**config.mk**
```make
export PLATFORM = sky130hd
export DESIGN_NAME = fnd_disp_sched
export DESIGN_NICKNAME = d
export VERILOG_FILES = /design/src/rtl/fnd_disp_sched.sv
export SDC_FILE = /design/constraint.sdc
export NUM_CORES = 1
export LEC_CHECK = 0
export BUFFER_PORTS_ARGS = -buffer_cell sky130_fd_sc_hd__buf_2
export CAP_MARGIN = 10
export CORE_ASPECT_RATIO = 2
export CORE_MARGIN = 4
export CORE_UTILIZATION = 40
export DETAILED_ROUTE_END_ITERATION = 8
export GPL_TIMING_DRIVEN = 0
export PLACE_DENSITY = 0.62
export SLEW_MARGIN = 25
export SYNTH_ARGS = -nofsm -noshare
export SYNTH_HDL_FRONTEND = slang
export SYNTH_SLANG_ARGS = --single-unit
```
**constraint.sdc**
```tcl
create_clock -name clk_1k -period 2.6 [get_ports clk_1k]
set_input_delay 0.52 -clock clk_1k [delete_from_list [all_inputs] [get_ports clk_1k]]
set_output_delay 0.52 -clock clk_1k [all_outputs]
set_load 0.05 [all_outputs]
```
**src/rtl/fnd_disp_sched.sv**
```systemverilog
// fnd_disp_sched: arbitrates score/popup for the 4-digit FND, converts to BCD
// with a 14-step double dabble and presents blanked digits atomically.
`default_nettype none

module fnd_disp_sched #(
   parameter int unsigned HOLD_TICKS = 1000,
   parameter logic [3:0]  BLANK_CODE = 4'd15
) (
   input  logic        clk_1k,
   input  logic        rst,
   input  logic [13:0] score_bin,
   input  logic        popup_req,
   input  logic [13:0] popup_bin,
   output logic        popup_ack,
   output logic        busy,
   output logic        src,
   output logic [3:0]  thous,
   output logic [3:0]  hundreds,
   output logic [3:0]  tens,
   output logic [3:0]  ones
);

   typedef enum logic [1:0] {
      IDLE   = 2'd0,
      LOAD   = 2'd1,
      SHIFT  = 2'd2,
      UPDATE = 2'd3
   } state_t;

   localparam logic [15:0] HOLD_LOAD = 16'(HOLD_TICKS);
   localparam logic [3:0]  LAST_SHIFT = 4'd13;

   state_t      state;
   state_t      state_nxt;
   logic [3:0]  shift_cnt;
   logic [15:0] hold_cnt;
   logic [13:0] popup_latch;
   logic [13:0] bin_sr;
   logic [15:0] bcd_sr;
   logic [15:0] bcd_adj;
   logic        tag;
   logic [13:0] operand_raw;
   logic [13:0] operand;

   always_ff @(posedge clk_1k) begin
      if (!rst) state <= IDLE;
      else      state <= state_nxt;
   end

   always_comb begin
      state_nxt = state;
      case (state)
         IDLE:    state_nxt = LOAD;
         LOAD:    state_nxt = SHIFT;
         SHIFT:   if (shift_cnt == LAST_SHIFT) state_nxt = UPDATE;
         UPDATE:  state_nxt = LOAD;
         default: state_nxt = IDLE;
      endcase
   end

   assign busy = (state == LOAD) || (state == SHIFT);

   // An active hold selects the popup latch; values beyond four digits saturate.
   assign operand_raw = (hold_cnt != 16'd0) ? popup_latch : score_bin;
   assign operand     = (operand_raw > 14'd9999) ? 14'd9999 : operand_raw;

   always_comb begin
      bcd_adj = bcd_sr;
      for (int i = 0; i < 4; i++) begin
         if (bcd_sr[4*i +: 4] >= 4'd5) bcd_adj[4*i +: 4] = bcd_sr[4*i +: 4] + 4'd3;
      end
   end

   always_ff @(posedge clk_1k) begin
      if (!rst) begin
         popup_ack   <= 1'b0;
         hold_cnt    <= 16'd0;
         popup_latch <= 14'd0;
         bin_sr      <= 14'd0;
         bcd_sr      <= 16'd0;
         shift_cnt   <= 4'd0;
         tag         <= 1'b0;
         src         <= 1'b0;
         thous       <= BLANK_CODE;
         hundreds    <= BLANK_CODE;
         tens        <= BLANK_CODE;
         ones        <= 4'd0;
      end else begin
         popup_ack <= popup_req;
         if (popup_req) begin
            popup_latch <= popup_bin;
            hold_cnt    <= HOLD_LOAD;
         end else if (hold_cnt != 16'd0) begin
            hold_cnt <= hold_cnt - 16'd1;
         end

         case (state)
            LOAD: begin
               bin_sr    <= operand;
               bcd_sr    <= 16'd0;
               tag       <= (hold_cnt != 16'd0);
               shift_cnt <= 4'd0;
            end
            SHIFT: begin
               {bcd_sr, bin_sr} <= {bcd_adj, bin_sr} << 1;
               shift_cnt        <= shift_cnt + 4'd1;
            end
            UPDATE: begin
               src      <= tag;
               thous    <= (bcd_sr[15:12] == 4'd0) ? BLANK_CODE : bcd_sr[15:12];
               hundreds <= (bcd_sr[15:8]  == 8'd0) ? BLANK_CODE : bcd_sr[11:8];
               tens     <= (bcd_sr[15:4]  == 12'd0) ? BLANK_CODE : bcd_sr[7:4];
               ones     <= bcd_sr[3:0];
            end
            default: ;
         endcase
      end
   end

endmodule

`default_nettype wire

```
==> metrics.md, run 1 <==
| Metric | Value |
|---|---|
| Status | finished, final reports clean |
| Final Non-Filler Cells | 671 |
| CTS clk-pin slew, worst paths | 0.06 ns |
| H-tree levels | 3 |
| Synthesized net count | 523 |
| Top Layer Used | met4 |
| Share of layout cells above drive strength 1 | 0.137 |
| Main flop type after synthesis | dfxtp_1 |
| Worst hold path type | input port to flip-flop |
| Number of core rows | 51 |
| Placer Congestion | 0.808 |
| Fin crit period | 2.34 ns |
| Die ar. | 0.0119 sq mm |
| Worst Tran Pin Value | 0.749 ns |
| Period utilization | 0.902 |
| Area delta synth->final | 16.7% |
| Setup violators final | 0 |
| Wirelength per Cell | 14.8 microns |
| Sequential area share after synthesis | 0.420 |
| Total Wirelength | 9.94 mm |
| Placed Cells incl. Taps | 656 |
| Number of post-CTS setup repair buffers | 0 |
| CP max stage delay | 0.38 ns |
| Routed met3 length | 271 microns |
| Clk sink count | 85 |
| Setup TNS | 0 ns |
| Clk_lat worst skew | 0.34 ns |
| Final hold slack | 0.412 ns |
| FF-to-FF setup slack | 0.27 ns |
| Diode count | 0 |
| Final hold vios | 0 |
| Metal2 WL | 5.68 mm |
| Slowest cell on crit path | dfxtp_1 |
| Remaining DRCs | 0 |
| Leakage power | 0.00183 uW |
| DRT iter0 DRCs | 159 |
| Synth Instances | 477 |
| Final ANT Viol Nets | 0 |
| Synth Cell Area | 0.00405 sq mm |
| NumNets Final | 580 |
| Drt pass-1 iters | 4 |
| IO buf count | 47 |
| Via count | 3516 |
| Initial antenna violation count | 0 |
| F_max | 0.426 GHz |
| Register bit total from synthesis | 85 |
| Crit path launch type | flip-flop |
| Pwr Total | 3850 uW |
| Total GRT Usage | 0.173 |
| Crit. End Element | output port |
| Global-route wire length before repair | 16.0 mm |
| Die H | 150 microns |
| CP arrival | 1.82 ns |
| Core Region | 0.00983 sq mm |
| Worst VDD drop | 0.486 mV |
| CTS tree | done |
| Place WS | 0.0660 ns |
| RSZ-0062 raised after global routing | no |
| Worst path cell trace | inv_1 > ha_1 > clkbuf_1 > inv_4 > buf_2 |
| Clock Skews | 0.00706 ns |
| Final WS setup | 0.255 ns |
| Number of enable flip-flop cells after synthesis | 0 |
| CTS buffer count | 9 |
| Synth unique cells | 48 |
| Die W | 79.2 microns |
| Max-cap violations | 0 |
| CTS Root Cell | clkbuf_16 |
| Post-Syn Area per Cell | 8.49 sq um |
| Largest net degree at the start of global routing | 20 |
| Initial core utilization | 0.412 |
| Detailed placement HPWL | 7.69 mm |
| Vias in the first global route | 3394 |
| Power Density | 814 mW/mm^2 |
| Clock tree buffer depth | 2 |
| Ys Warns | 0 |
| Max FO, Critical Path | 19 |
| Met1 Wirelength | 3.72 mm |
| Ports | 50 |
| Vias per cell | 5.24 |
| Relative slew slack | 0.501 |
| Setup CP Type | flip-flop to output port |
| Max Slew Vio Count | 0 |
| GRT overflow | 0 |
| Filler instances | 999 |
| Ys async rst share | 0 |
| Worst endpoint required time | 2.08 ns |
-- through the flow --
step / utilization / cell area, sq um
floorplan: - / 4050
global placement: 0.453 / 4450
detailed placement: 0.453 / 4450
CTS: 0.481 / 4730
global route: 0.481 / 4730
finish: 0.481 / 4730
-- cell usage after synthesis (7+ instances only) --
master,n,area share
a21oi_1,26,0.032
a31oi_1,9,0.014
clkbuf_1,23,0.021
dfxtp_1,85,0.42
ha_1,15,0.046
inv_1,21,0.019
mux2i_1,24,0.059
nand2_1,49,0.045
nand3_1,12,0.015
nor2_1,58,0.054
nor3_1,8,0.0099
nor3b_1,7,0.013
o211ai_1,14,0.026
o21ai_0,23,0.028
o31ai_1,9,0.017
xnor2_1,8,0.017
xor2_1,8,0.017
-- worst paths after layout --
kind / start / cells past startpoint / end
setup / recovery: state[0]$_SDFFE_PN0P_ / 5 / busy
hold / removal: popup_bin[1] / 3 / popup_latch[1]$_SDFFE_PN0P_
setup reg to reg: hold_cnt[3]$_SDFFE_PN0P_ / 7 / bin_sr[12]$_SDFFE_PN0P_
hold reg to reg: thous[3]$_SDFFE_PN1N_ / 2 / thous[3]$_SDFFE_PN1N_
-- report_power, final --
group          internal, uW  switching [uW]
logic                   360             727
clock network           694             508
registers              1460            99.3
total                  2510            1330
-- final cells by class --
cell class	instances	area (sq um)	area share
multi-input cells	342	2140	0.454
clock buffers	12	256	0.0542
plain buffers	27	118	0.0249
well taps	132	165	0.0349
flip-flops and latches	85	1700	0.360
clock inverters	4	22.5	0.00476
repair buffers	47	235	0.0497
inverters	22	85.1	0.0180
-- critical path, delay by kind of cell (launching register included) --
| kind | cells | cell delay (ns) |
|---|---|---|
| flip-flops | 1 | 0.38 |
| adder cells (fa/ha/maj) | 1 | 0.26 |
| buffers and inverters | 4 | 0.83 |
-- registers in the layout, summed over array words and instances, names as in the netlist --
register	cells
bcd_sr	16
bin_sr	14
hold_cnt	16
hundreds	4
ones	4
popup_ack	1
popup_latch	14
shift_cnt	4
src	1
state	2
tag	1
tens	4
thous	4
-- layer usage --
layer  vias up  track usage
met5         -            0
met4         0       0.0800
met3        19       0.0287
met2        55        0.341
met1      1647        0.170
li1       1795            -
-- cells by family (layout without fill, tap and decap cells) --
| kind of cell | count (synthesis) | count (layout) | share of synthesized area |
|---|---|---|---|
| AOI/OAI and AO/OA | 110 | 110 | 0.173 |
| xor gates and xnor gates | 16 | 16 | 0.0346 |
| buffers and inverters | 50 | 112 | 0.0504 |
| and+or+nand+nor | 174 | 174 | 0.208 |
| muxes | 27 | 27 | 0.0677 |
| DFF | 85 | 85 | 0.420 |
| adders and majority gates | 15 | 15 | 0.0463 |
-- cell usage in the layout, fill, tap and decap left out, types with 4 or more instances in the layout --
cell       Yosys  layout
a211oi_1       5       5
a21oi_1       26      26
a22oi_1        5       5
a31oi_1        9       9
and3_1         4       4
buf_2          1      48
clkbuf_1      23      23
clkbuf_16      0       9
dfxtp_1       85      85
ha_1          15      15
inv_1         21      21
mux2i_1       24      24
nand2_1       49      49
nand2b_1       6       6
nand3_1       12      12
nor2_1        58      58
nor2b_1        6       6
nor3_1         8       8
nor3b_1        7       7
nor4_1         4       4
o211ai_1      14      14
o21ai_0       23      23
o22ai_1        6       6
o31ai_1        9       9
or3_1          4       4
or4_1          4       4
xnor2_1        8       8
xor2_1         8       8
-- timing repair --
item                       4_1_cts  5_1_grt
gates resized for setup          1        2
hold buffers                     0        0
pin swaps                        0        0
setup endpoints to repair        1        2
Note: power is estimated with default switching activity, not from simulation.
==> run 2: changes to the inputs <==
--- a/config.mk
+++ b/config.mk
@@ -5,6 +5,7 @@
 export SDC_FILE = /design/constraint.sdc
 export NUM_CORES = 1
 export LEC_CHECK = 0
+export ABC_CLOCK_PERIOD_IN_PS = 2600
 export BUFFER_PORTS_ARGS = -buffer_cell sky130_fd_sc_hd__buf_2
 export CAP_MARGIN = 10
 export CORE_ASPECT_RATIO = 2
@@ -12,7 +13,7 @@
 export CORE_UTILIZATION = 40
 export DETAILED_ROUTE_END_ITERATION = 8
 export GPL_TIMING_DRIVEN = 0
-export PLACE_DENSITY = 0.62
+export PLACE_DENSITY = 0.55
 export SLEW_MARGIN = 25
 export SYNTH_ARGS = -nofsm -noshare
 export SYNTH_HDL_FRONTEND = slang
==> metrics.md, run 2 (same netlist as run 1, synthesis figures left out) <==
| Metric | Value |
|---|---|
| Status | finished, final reports clean |
| RSZ-0062 raised after global routing | no |
| IO buf count | 47 (unchanged) |
| Most common cell after layout, fill and taps aside | dfxtp_1 |
| Final hold slack | 0.416 ns (+0.00451 ns) |
| Top Layer Used | met4 |
| Slowest cell on crit path | dfxtp_1 |
| Final hold vios | 0 (unchanged) |
| Relative slew slack | 0.477 (-0.0240) |
| Worst-case reg-to-reg path depth | 6 (-1) |
| Drt pass-1 iters | 4 (unchanged) |
| Worst hold path type | input port to flip-flop |
| Detailed placement HPWL | 7.76 mm (+0.81%) |
| Wirelength per Cell | 15.1 microns (+1.7%) |
| Clk sink count | 85 (unchanged) |
| Number of post-CTS setup repair buffers | 0 (unchanged) |
| Largest net degree at the start of global routing | 20 (unchanged) |
| CTS clk-pin slew, worst paths | 0.06 ns (about the same) |
| Leakage power | 0.00184 uW (+0.59%) |
| Setup TNS | 0 ns (unchanged) |
| Period utilization | 0.893 (-0.00912) |
| Clock tree buffer depth | 2 (unchanged) |
| Worst endpoint required time | 2.08 ns (about the same) |
| Final ANT Viol Nets | 0 (unchanged) |
| Hold Crit Depth | 3 (unchanged) |
| Metal2 WL | 5.57 mm (-1.9%) |
| Worst Tran Pin Value | 0.785 ns (+0.0360 ns) |
| Worst VDD drop | 0.505 mV (+3.9%) |
| Global-route wire length before repair | 16.5 mm (+3.2%) |
| Hold buffers post-CTS | 0 (unchanged) |
| NumNets Final | 580 (unchanged) |
| Placer Congestion | 0.818 (+1.2%) |
| Setup CP Type | flip-flop to output port |
| Ports | 50 (unchanged) |
| F_max | 0.431 GHz (+1.0%) |
| Max FO, Critical Path | 19 (unchanged) |
| Initial antenna violation count | 0 (unchanged) |
| Initial core utilization | 0.412 (unchanged) |
| Die W | 79.2 microns (unchanged) |
| Setup violators final | 0 (unchanged) |
| Share of layout cells above drive strength 1 | 0.135 (-0.00186) |
| Top flop regs | bcd_sr: 16 flops, hold_cnt: 16 flops |
| Die H | 150 microns (unchanged) |
| Core Region | 0.00983 sq mm (unchanged) |
| Crit path launch type | flip-flop |
| DRT iter0 DRCs | 98 (-38%) |
| Max-cap violations | 0 (unchanged) |
| Crit. End Element | output port |
| Met1 Wirelength | 3.89 mm (+4.5%) |
| Total GRT Usage | 0.178 (+0.00506) |
| Routed met3 length | 331 microns (+22%) |
| GRT overflow | 0 (unchanged) |
| Clk_lat worst skew | 0.34 ns (about the same) |
| Remaining DRCs | 0 (unchanged) |
| Via count | 3507 (-0.26%) |
| Fin crit period | 2.32 ns (-0.0237 ns) |
| CP max stage delay | 0.40 ns (+0.02 ns) |
| H-tree levels | 3 (unchanged) |
| Number of core rows | 51 (unchanged) |
| Area delta synth->final | 17.4% |
| CTS tree | done |
| CTS buffer count | 9 (unchanged) |
| CTS Root Cell | clkbuf_16 |
| Max Slew Vio Count | 0 (unchanged) |
| Vias in the first global route | 3509 (+3.4%) |
| Worst path cell trace | inv_1 > ha_1 > clkbuf_1 > inv_4 > buf_2 |
| CP arrival | 1.80 ns (-0.02 ns) |
| Total Wirelength | 10.1 mm (+1.7%) |
| Diode count | 0 (unchanged) |
| Power Density | 829 mW/mm^2 (+1.9%) |
| Commonest non-fill, non-tap cells in the layout | 85 x dfxtp_1, 58 x nor2_1, 49 x nand2_1 |
| Die ar. | 0.0119 sq mm (unchanged) |
| Vias per cell | 5.23 (-0.26%) |
| Clock Skews | 0.00625 ns (-0.000816 ns) |
[run 2: cell types whose count changed in the layout (fill, tap and decap cells not counted), sizes merged]
| cell | before | now |
|---|---|---|
| bufinv | 0 | 1 |
| clkinv | 3 | 2 |
| clkinvlp | 1 | 0 |
| clkbuf | 34 | 35 |
[run 2: per-stage QoR]
stage	instances	total power [uW]	setup slack, ns	util	instance area (sq um)
6_report	671	3940	0.279	0.484	4750
3_3_place_gp	656	2660	0.0983	0.453	4450
4_1_cts	671	3980	0.112	0.484	4750
2_1_floorplan	477	2360	0.466	-	4050
3_5_place_dp	656	2670	0.0506	0.453	4450
5_1_grt	671	4190	0.0883	0.484	4750
[run 2: timing repair]
action / 4_1_cts / 5_1_grt
resized for setup: 1 / 1
pin swaps: 0 / 0
endpoints found under the setup margin: 1 / 1
[run 2: worst max-delay path: cells and delay by family (launching register included)]
kind	cells	cell delay (ns)
buf+inv	4	0.78
fa+ha+maj	1	0.28
flops	1	0.40
[run 2: final timing paths]
path | slack (ns) | endpoint | start
setup reg to reg | 0.33 | bin_sr[3]$_SDFFE_PN0P_ | hold_cnt[3]$_SDFFE_PN0P_
setup / recovery | 0.28 | busy | state[0]$_SDFFE_PN0P_
hold reg to reg | 0.47 | thous[3]$_SDFFE_PN1N_ | thous[3]$_SDFFE_PN1N_
hold / removal | 0.42 | popup_latch[9]$_SDFFE_PN0P_ | popup_bin[9]
[run 2: final cells by class]
cell class | instances | area (sq um)
buffer | 27 | 118
clock inverter | 3 | 43.8
sequential | 85 | 1700
tap | 132 | 165
timing repair buffer | 47 | 235
multi-input combinational | 342 | 2140
clock buffer | 13 | 260
inverter | 22 | 85.1
fill | 1002 | 5070
[run 2: routing by layer]
| layer | vias to the layer above | track usage |
|---|---|---|
| met5 | - | 0 |
| met4 | 0 | 0.0766 |
| met3 | 21 | 0.0407 |
| met2 | 59 | 0.344 |
| met1 | 1640 | 0.177 |
| li1 | 1787 | - |
[run 2: power breakdown]
group,switching [uW],internal [uW]
sequential,102,1460
combinational,721,358
clock,505,798
total,1330,2610
==> run 3: changes to the inputs <==
--- a/config.mk
+++ b/config.mk
@@ -5,15 +5,16 @@
 export SDC_FILE = /design/constraint.sdc
 export NUM_CORES = 1
 export LEC_CHECK = 0
-export ABC_CLOCK_PERIOD_IN_PS = 2600
+export ABC_CLOCK_PERIOD_IN_PS = 1950
 export BUFFER_PORTS_ARGS = -buffer_cell sky130_fd_sc_hd__buf_2
 export CAP_MARGIN = 10
 export CORE_ASPECT_RATIO = 2
 export CORE_MARGIN = 4
 export CORE_UTILIZATION = 40
+export CTS_CLUSTER_SIZE = 16
 export DETAILED_ROUTE_END_ITERATION = 8
 export GPL_TIMING_DRIVEN = 0
-export PLACE_DENSITY = 0.55
+export PLACE_DENSITY = 0.57
 export SLEW_MARGIN = 25
 export SYNTH_ARGS = -nofsm -noshare
 export SYNTH_HDL_FRONTEND = slang
==> constraint.sdc (replaced) <==
create_clock -name clk_1k -period 1.95 [get_ports clk_1k]
set_input_delay 0.39 -clock clk_1k [delete_from_list [all_inputs] [get_ports clk_1k]]
set_output_delay 0.39 -clock clk_1k [all_outputs]
set_load 0.05 [all_outputs]
==> metrics.md, run 3 (same netlist as run 1, synthesis figures left out) <==
| Metric | Value |
|---|---|
| Status | finished with violations |
| Violated checks | setup timing |
| Global-route wire length before repair | 17.2 mm (+4.1%) |
| Power Density | 1100 mW/mm^2 (+32%) |
| Placed Cells incl. Taps | 656 (unchanged) |
| Vias in the first global route | 3745 (+6.7%) |
| Detailed placement HPWL | 7.76 mm (about the same) |
| Share of layout cells above drive strength 1 | 0.213 (+0.0776) |
| H-tree levels | 3 (unchanged) |
| Worst hold start | popup_bin[10] |
| Clock Skews | 0.0109 ns (+0.00464 ns) |
| CP arrival | 2.27 ns (+0.47 ns) |
| Worst VDD drop | 0.579 mV (+15%) |
| Wirelength per Cell | 15.4 microns (+2.3%) |
| Core Region | 0.00983 sq mm (unchanged) |
| Worst endpoint required time | 2.16 ns (+0.08 ns) |
| Most common cell after layout, fill and taps aside | dfxtp_1 |
| GRT overflow | 0 (unchanged) |
| Relative slew slack | 0.458 (-0.0191) |
| RSZ-0062 raised after global routing | yes |
| Setup CP Type | flip-flop to flip-flop |
| Drt pass-1 iters | 4 (unchanged) |
| Clk sink count | 85 (unchanged) |
| NumNets Final | 595 (+2.6%) |
| WHS Endpoint | popup_latch[10]$_SDFFE_PN0P_ |
| F_max | 0.485 GHz |
| Leakage power | 0.00200 uW (+8.8%) |
| Clk_lat worst skew | 0.34 ns (about the same) |
| Max FO, Critical Path | 8 (-11) |
| DRT iter0 DRCs | 125 (+28%) |
| Period utilization | 1.06 |
| Final ANT Viol Nets | 0 (unchanged) |
| Critical R2R Capture | bin_sr[0]$_SDFFE_PN0P_ |
| Diode count | 0 (unchanged) |
| Remaining DRCs | 0 (unchanged) |
| Worst Tran Pin Value | 0.814 ns (+0.0286 ns) |
| Vias per cell | 5.32 (+1.8%) |
| Ports | 50 (unchanged) |
| Placer Congestion | 0.795 (-2.7%) |
| IO buf count | 47 (unchanged) |
| FF-to-FF setup slack | -0.11 ns (-0.44 ns) |
| Final WS setup | -0.114 ns (-0.393 ns) |
| Total GRT Usage | 0.184 (+0.00586) |
| Via count | 3651 (+4.1%) |
| Core Util, Final | 0.515 (+0.0317) |
| Die W | 79.2 microns (unchanged) |
| Final hold vios | 0 (unchanged) |
| Max Slew Vio Count | 0 (unchanged) |
| Worst-case reg-to-reg path depth | 6 (unchanged) |
| Hold Crit Depth | 3 (unchanged) |
| Die H | 150 microns (unchanged) |
| Commonest non-fill, non-tap cells in the layout | 82 x dfxtp_1, 57 x nor2_1, 48 x nand2_1 |
| Worst hold path type | input port to flip-flop |
| Setup TNS | -0.504 ns (-0.504 ns) |
| Crit. End Element | flip-flop |
| Final Non-Filler Cells | 686 (+2.2%) |
| Worst r2r src | hold_cnt[2]$_SDFFE_PP0N_ |
| Initial antenna violation count | 0 (unchanged) |
| Clock tree buffer depth | 2 (unchanged) |
| Max-cap violations | 0 (unchanged) |
| Number of core rows | 51 (unchanged) |
| Largest net degree at the start of global routing | 14 (-30%) |
| CTS buffer count | 9 (unchanged) |
| Fin crit period | 2.06 ns |
| CTS clk-pin slew, worst paths | 0.06 ns (about the same) |
| Die ar. | 0.0119 sq mm (unchanged) |
| Final hold slack | 0.287 ns (-0.129 ns) |
| CTS Root Cell | clkbuf_16 |
| Crit path launch type | flip-flop |
| Total Wirelength | 10.6 mm (+4.6%) |
| Top flop regs | bcd_sr: 16 flops, hold_cnt: 16 flops |
| Setup violators final | 10 (+10) |
| CTS tree | done |
| Area delta synth->final | 25.1% |
| Initial core utilization | 0.412 (unchanged) |
-- run 3: cell count changes in the layout (fill, tap and decap cells not counted), moves of 2 or more --
cell,change
clkbuf_2,+5
o41ai_1,-2
buf_4,+13
clkbuf_1,-6
clkbuf_8,-2
a311oi_2,+2
dfxtp_2,+2
mux2i_2,+2
dfxtp_1,-3
o21ai_0,-2
mux2i_1,-2
buf_6,+5
a311oi_1,-2
nor4_1,-2
-- run 3: worst max-delay path by stage --
stage / from / endpoint / slack, ns / depth (start not counted)
2_1_floorplan: hold_cnt[4]$_SDFFE_PP0N_ / bin_sr[0]$_SDFFE_PN0P_ / -0.09 / 7
5_1_grt: hold_cnt[5]$_SDFFE_PN0P_ / bin_sr[11]$_SDFFE_PN0P_ / -0.19 / 6
4_1_cts: hold_cnt[5]$_SDFFE_PN0P_ / bin_sr[0]$_SDFFE_PN0P_ / -0.14 / 7
6_report: hold_cnt[2]$_SDFFE_PP0N_ / bin_sr[0]$_SDFFE_PN0P_ / -0.11 / 6
3_5_place_dp: score_bin[7] / bin_sr[1]$_SDFFE_PN0P_ / -0.46 / 6
3_3_place_gp: score_bin[7] / bin_sr[8]$_SDFFE_PN0P_ / -0.42 / 6
-- run 3: what timing repair did --
action,4_1_cts,5_1_grt
cloned,1,0
setup buffers,13,2
setup endpoints to repair,47,38
hold buffers,0,0
resized for setup,23,33
pin swaps,14,12
-- run 3: report_power, final --
part	internal [uW]	leakage [uW]	total [uW]	switching (uW)
clock network	1120	0.000147	1790	670
logic	644	0.00115	1670	1030
registers	1950	0.000696	2100	148
-- run 3: final cells by class --
cell class,instances,area (sq um)
multi-input combinational,342,2290
fill,987,4760
buffer,26,128
clock buffer,12,236
sequential,85,1710
timing repair buffer,63,377
tap,132,165
clock inverter,4,72.6
inverter,22,90.1
-- run 3: through the flow --
stage	worst slack [ns]	total power, uW	cell area [sq um]
3_3_place_gp	-0.422	3550	4460
4_1_cts	-0.140	5520	4940
2_1_floorplan	-0.0895	3160	4060
3_5_place_dp	-0.459	3570	4460
6_report	-0.114	5560	5060
5_1_grt	-0.187	5880	5060
-- run 3: critical path, cell delays in order (launching register included) --
cell and delay [ns]:
dfxtp_1 0.35, or4_4 0.54, or2_4 0.29, buf_6 0.15
or3_4 0.38, o32ai_4 0.14, o41ai_2 0.08
-- run 3: per-layer routing --
metal,GRT usage,up-vias,wire (microns)
met4,0.0895,0,369
li1,-,1827,-
met2,0.359,76,5900
met3,0.0395,29,329
met1,0.176,1719,3970
met5,0,-,0
